`src/rtl/pkt_reasm.sv`:
```
// pkt_reasm: receive-side packet reassembler (NoC local port -> AXI RX buffer).
// Tracks framing per virtual channel using the head-flit size field, strips
// the flit-type bits and tags beats with sof/eof/err.
// Optional: PKT_REASM_ERR_CNT_EN enables the saturating framing-error counter;
// when undefined err_cnt_o is tied to zero.
module pkt_reasm #(
  parameter int FlitWidth     = 34,
  parameter int FlitDataWidth = 32,
  parameter int NumVirtChn    = 3,
  parameter int PktWidth      = 8,
  parameter int PktSzLsb      = 0,
  localparam int VcWidth      = (NumVirtChn > 1) ? $clog2(NumVirtChn) : 1
) (
  input  logic                     clk_axi,
  input  logic                     arst_axi_n,
  input  logic                     flit_valid_i,
  output logic                     flit_ready_o,
  input  logic [FlitWidth-1:0]     flit_data_i,
  input  logic [VcWidth-1:0]       flit_vc_i,
  output logic                     out_valid_o,
  input  logic                     out_ready_i,
  output logic [FlitDataWidth-1:0] out_data_o,
  output logic [VcWidth-1:0]       out_vc_o,
  output logic                     out_sof_o,
  output logic                     out_eof_o,
  output logic                     out_err_o,
  output logic [NumVirtChn-1:0]    vc_busy_o,
  output logic [15:0]              err_cnt_o
);

  typedef enum logic [1:0] {HEAD = 2'b00, BODY = 2'b01, TAIL = 2'b10, RSVD = 2'b11} ftype_t;
  typedef enum logic {IDLE = 1'b0, PAYLOAD = 1'b1} vc_st_t;

  vc_st_t              r_state [NumVirtChn];
  logic [PktWidth-1:0] r_cnt   [NumVirtChn];
  vc_st_t              w_state_nxt [NumVirtChn];
  logic [PktWidth-1:0] w_cnt_nxt   [NumVirtChn];

  logic                     r_valid, r_sof, r_eof, r_err;
  logic [FlitDataWidth-1:0] r_data;
  logic [VcWidth-1:0]       r_vc;

  logic                w_acc, w_vc_ok, w_fwd, w_sof, w_eof, w_err, w_err_evt;
  logic [VcWidth-1:0]  w_vc_idx;
  logic [PktWidth-1:0] w_sz;
  ftype_t              w_type;

  // Single output register: a new flit may enter whenever the slot is free or drains now.
  assign flit_ready_o = ~r_valid | out_ready_i;
  assign w_acc        = flit_valid_i & flit_ready_o;
  assign w_type       = ftype_t'(flit_data_i[FlitWidth-1 -: 2]);
  assign w_sz         = flit_data_i[PktSzLsb +: PktWidth];
  assign w_vc_ok      = int'(flit_vc_i) < NumVirtChn;
  assign w_vc_idx     = w_vc_ok ? flit_vc_i : '0;

  // Per-VC next state and beat framing for the accepted flit.
  always_comb begin
    for (int v = 0; v < NumVirtChn; v++) begin
      w_state_nxt[v] = r_state[v];
      w_cnt_nxt[v]   = r_cnt[v];
    end
    w_fwd = 1'b0; w_sof = 1'b0; w_eof = 1'b0; w_err = 1'b0; w_err_evt = 1'b0;
    if (w_acc) begin
      if (!w_vc_ok || w_type == RSVD) begin
        w_err_evt = 1'b1;
      end else if (w_type == HEAD) begin
        // A head in PAYLOAD aborts the previous packet but still starts a new one.
        w_fwd = 1'b1;
        w_sof = 1'b1;
        w_err = (r_state[w_vc_idx] == PAYLOAD);
        w_err_evt = w_err;
        if (w_sz == '0) begin
          w_eof = 1'b1;
          w_state_nxt[w_vc_idx] = IDLE;
        end else begin
          w_state_nxt[w_vc_idx] = PAYLOAD;
          w_cnt_nxt[w_vc_idx]   = w_sz - 1'b1;
        end
      end else if (r_state[w_vc_idx] == IDLE) begin
        w_err_evt = 1'b1;   // orphan body/tail: swallowed
      end else if (w_type == BODY) begin
        w_fwd = 1'b1;
        if (r_cnt[w_vc_idx] == '0) begin
          w_eof = 1'b1; w_err = 1'b1; w_err_evt = 1'b1;
          w_state_nxt[w_vc_idx] = IDLE;
        end else begin
          w_cnt_nxt[w_vc_idx] = r_cnt[w_vc_idx] - 1'b1;
        end
      end else begin
        w_fwd = 1'b1;
        w_eof = 1'b1;
        w_err = (r_cnt[w_vc_idx] != '0);
        w_err_evt = w_err;
        w_state_nxt[w_vc_idx] = IDLE;
      end
    end
  end

  // Per-VC state registers.
  always_ff @(posedge clk_axi or negedge arst_axi_n) begin
    if (!arst_axi_n) begin
      for (int v = 0; v < NumVirtChn; v++) begin
        r_state[v] <= IDLE;
        r_cnt[v]   <= '0;
      end
    end else begin
      for (int v = 0; v < NumVirtChn; v++) begin
        r_state[v] <= w_state_nxt[v];
        r_cnt[v]   <= w_cnt_nxt[v];
      end
    end
  end

  // Output register: reload on accept, fields hold while stalled.
  always_ff @(posedge clk_axi or negedge arst_axi_n) begin
    if (!arst_axi_n) begin
      r_valid <= 1'b0; r_data <= '0; r_vc <= '0;
      r_sof <= 1'b0; r_eof <= 1'b0; r_err <= 1'b0;
    end else if (flit_ready_o) begin
      r_valid <= w_fwd;
      if (w_fwd) begin
        r_data <= flit_data_i[FlitDataWidth-1:0];
        r_vc   <= flit_vc_i;
        r_sof  <= w_sof;
        r_eof  <= w_eof;
        r_err  <= w_err;
      end
    end
  end

  assign out_valid_o = r_valid;
  assign out_data_o  = r_data;
  assign out_vc_o    = r_vc;
  assign out_sof_o   = r_sof;
  assign out_eof_o   = r_eof;
  assign out_err_o   = r_err;

  // Busy flag per VC mirrors the PAYLOAD state.
  always_comb begin
    vc_busy_o = '0;
    for (int v = 0; v < NumVirtChn; v++) vc_busy_o[v] = (r_state[v] == PAYLOAD);
  end

`ifdef PKT_REASM_ERR_CNT_EN
  logic [15:0] r_err_cnt;

  // Saturating framing-error counter.
  always_ff @(posedge clk_axi or negedge arst_axi_n) begin
    if (!arst_axi_n)                            r_err_cnt <= '0;
    else if (w_err_evt && r_err_cnt != 16'hFFFF) r_err_cnt <= r_err_cnt + 16'd1;
  end

  assign err_cnt_o = r_err_cnt;
`else
  logic w_unused_err_evt;
  assign w_unused_err_evt = w_err_evt;
  assign err_cnt_o        = '0;
`endif

endmodule
```
`config.mk`:
```
export PLATFORM = sky130hd
export DESIGN_NAME = pkt_reasm
export DESIGN_NICKNAME = d
export VERILOG_FILES = /design/src/rtl/pkt_reasm.sv
export SDC_FILE = /design/constraint.sdc
export NUM_CORES = 1
export LEC_CHECK = 0
export BUFFER_PORTS_ARGS = -buffer_cell sky130_fd_sc_hd__buf_2
export CAP_MARGIN = 20
export CELL_PAD_IN_SITES_DETAIL_PLACEMENT = 0
export CELL_PAD_IN_SITES_GLOBAL_PLACEMENT = 2
export CORE_UTILIZATION = 31
export DETAILED_ROUTE_END_ITERATION = 12
export PLACE_DENSITY = 0.84
export SYNTH_ARGS = -nofsm -noshare
export SYNTH_HDL_FRONTEND = slang
export SYNTH_SLANG_ARGS = --single-unit
```
`constraint.sdc`:
```
create_clock -name clk_axi -period 2.02 [get_ports clk_axi]
set_input_delay 0.101 -clock clk_axi [delete_from_list [all_inputs] [get_ports clk_axi]]
set_output_delay 0.101 -clock clk_axi [all_outputs]
set_load 0.005 [all_outputs]
```
==> impl_metrics.csv <==
group,metric,value,unit
status,status,"complete, no violations",
global_route,groute.layer.met1.usage,0.187,
critical_path,cp_common_cell,"ha_4",
floorplan,start_util,0.321,
global_route,top_usage_layer,"met2",
synthesis,syn_area,3490,sq um
cts,clockBufferDepth,2,
global_route,met3_usage,0.0386,
placement,numPortBuffers,81,
floorplan,num_rows,38,
cts,root_buffer,"clkbuf_8",
global_route,grt-ovfl-total,0,
layout,drive_gt1_frac,0.515,
critical_path,slowest_delay,0.41,ns
placement,dp.cells,521,
power_and_ir_drop,p_leak,2.26,nW
cts,clock_latency,0.34,ns
job,maxCapViolations,0,
synthesis,ys_types,50,
floorplan,die_w,108,um
cts,clk_pin_slew,0.08,ns
timing,timing.final.crit_period,1.98,ns
critical_path,regToRegSetupSlack,0.04,ns
drt,final_antenna_net_count,0,
synthesis,synth_seq_cells,65,
critical_path,crit_cells,8,
cts,numCtsBuffers,9,
timing,fmax,505,MHz
drt,wl_per_cell,14.6,um
drt,wl,8290,um
synthesis,yosysMostFrequentCell,"dfrtp_1",
synthesis,synth_top_area_frac,0.466,
synthesis,seq_area_frac_synth,0.466,
timing,finalSetupViolations,0,
drt,drcViolationCount,0,
critical_path,crit_type,"reg2reg",
timing,finalCritPeriodShare,0.980,
timing,worst_clock_skew,0.00679,ns
placement,gp_congestion,0.809,
synthesis,synth_edf_count,0,
synthesis,syn_inst,277,
critical_path,worstSetupStartpointType,"register",
drt,firstDrtPassIters,4,
layout,fin_cells,569,
hold_path,hold_class,"in2reg",
cts,cts_sinks,65,
critical_path,crit_buf_inv,0,
layout,nets,472,
timing,rsz0062_at_grt,"true",
synthesis,synth_area_leaders,"dfrtp_1 47%, mux2_2 11%, mux2_4 7.7%",
synthesis,yosys_warnings,0,
drt,routed_via_density,4.63,
critical_path,crit_family,"compound AO/OA/AOI/OAI gates",
critical_path,worstPathRequired,2.30,ns
power_and_ir_drop,peakVddDrop,0.688,mV
cts,htreeDepth,3,
synthesis,synth_common_cells,"65 x dfrtp_1, 33 x mux2_2, 18 x buf_4, 18 x mux2_4, 16 x nand2_1",
drt,drtIter0Drc,92,
global_route,grt_max_degree,66,
synthesis,synth_top_cell_by_area,"dfrtp_1",
floorplan,io_pins,98,
layout,syn2layout_area_growth,39.3,%
synthesis,syn_area_per_cell,12.6,sq um
timing,setup_ws,0.0408,ns
synthesis,async_flop_share,1.00,
timing,hold_violations,0,
critical_path,cp.arrival,2.26,ns
critical_path,end_kind,"register",
power_and_ir_drop,p_per_area,1140,nW/um^2
critical_path,worstRegToRegCells,8,
critical_path,cp_max_fo,4,
timing,fin_hold_ws,0.0429,ns
hold_path,min_path_cells,2,
timing,drv_slew,0,
global_route,grt_pass1_vias,2731,
cts,cts_tree,"yes",
drt,vias,2633,
layout,nFillCells,1024,
synthesis,synthFlopType,"dfrtp_1",
layout,diodes,0,
global_route,use_met2,0.250,
critical_path,slowest_stage,"dfrtp_1",
critical_path,path_cells,"mux2i_4, a2bb2oi_4, ha_4, nand2_2, or3_4, ha_4, o21ai_1, a32o_1",
global_route,grt_pass1_wl,13400,um
floorplan,die_area,11700,sq um
floorplan,dieHeight,108,um
placement,pre_cts_slack,-0.297,ns
global_route,antenna_found_initial,0,
floorplan,core_area,10900,sq um
global_route,track_usage,0.149,
placement,hpwlAfterDp,6020,um
## flip-flops by register name, summed over array words and instances, names as in the netlist, named ones only
signal       count
out_err_o        1
out_vc_o         2
out_valid_o      1
r_cnt           24
out_data_o      32
out_sof_o        1
out_eof_o        1
## logic make-up (layout without fill, tap and decap cells)
group                      after synthesis  after routing  share of synthesized area
AOI/OAI and AO/OA                       51             51                      0.122
adders and majority gates                8              8                     0.0287
xor gates and xnor gates                 6              6                     0.0151
muxes                                   61             61                      0.213
buffers and inverters                   34            171                     0.0692
and+or+nand+nor                         51             51                     0.0857
DFF                                     65             65                      0.466
other                                    1             16                    0.00107
## metal layers
metal	up-vias	routed length, um
met5	-	0
met4	0	89
met3	6	296
met2	51	4160
met1	1305	3740
li1	1271	-
## through the flow
step	total power [mW]	setup TNS (ns)	area (sq um)	util
final	5.54	0	4860	0.446
after global routing	5.91	-0.355	4860	0.446
after CTS	5.43	0	4760	0.438
after detailed placement	4.23	-4.88	4310	0.396
after global placement	4.18	-4.41	4310	0.396
after floorplan	3.37	0	3630	-
## power by group
part	leakage (nW)	internal, mW	switching [mW]
combinational	1.38	1.35	0.944
sequential	0.780	1.80	0.318
clock	0.104	0.583	0.552
## layout by cell type (no fill, tap or decap), drive strengths merged, types with 2 or more instances in the layout
cell type and count:
a21o 5, a21oi 3, a2bb2oi 6, a31oi 4
a32o 4, and2 2, and4 2, buf 125
clkbuf 9, clkinv 4, conb 16, dfrtp 65
dlygate4sd3 25, ha 8, inv 7, mux2 51
mux2i 10, nand2 16, nand3 7, nand3b 2
nor2 7, nor2b 3, nor3 2, o211a 3
o21a 3, o21ai 14, o2bb2ai 4, or3 3
xnor2 3, xor2 3
## final timing paths
check | end | start
min | out_data_o[7]$_DFFE_PN0P_ | flit_data_i[7]
min in group asynchronous | r_cnt[23]$_DFFE_PN0P_ | arst_axi_n
max | out_eof_o$_DFFE_PN0P_ | r_cnt[17]$_DFFE_PN0P_
min reg2reg | out_vc_o[0]$_DFFE_PN0P_ | out_vc_o[0]$_DFFE_PN0P_
max in group asynchronous | out_data_o[1]$_DFFE_PN0P_ | arst_axi_n
max reg2reg | out_eof_o$_DFFE_PN0P_ | r_cnt[17]$_DFFE_PN0P_
## area by class of cell
class,instances,area [sq um],share of cell area
Inverter,5,21.3,0.00438
Multi-Input combinational cell,193,1790,0.368
Timing Repair Buffer,150,1040,0.215
Clock buffer,9,124,0.0255
Sequential cell,65,1630,0.335
Clock inverter,7,78.8,0.0162
Tap cell,140,175,0.0360
## timing repair
item,CTS,global route
endpoints found under the setup margin,16,23
hold buffers,25,0
buffers inserted,0,7
gates resized for setup,1,12
pin swaps,2,4
hold endpoints to repair,89,0
Note: power is estimated with default switching activity, not from simulation.
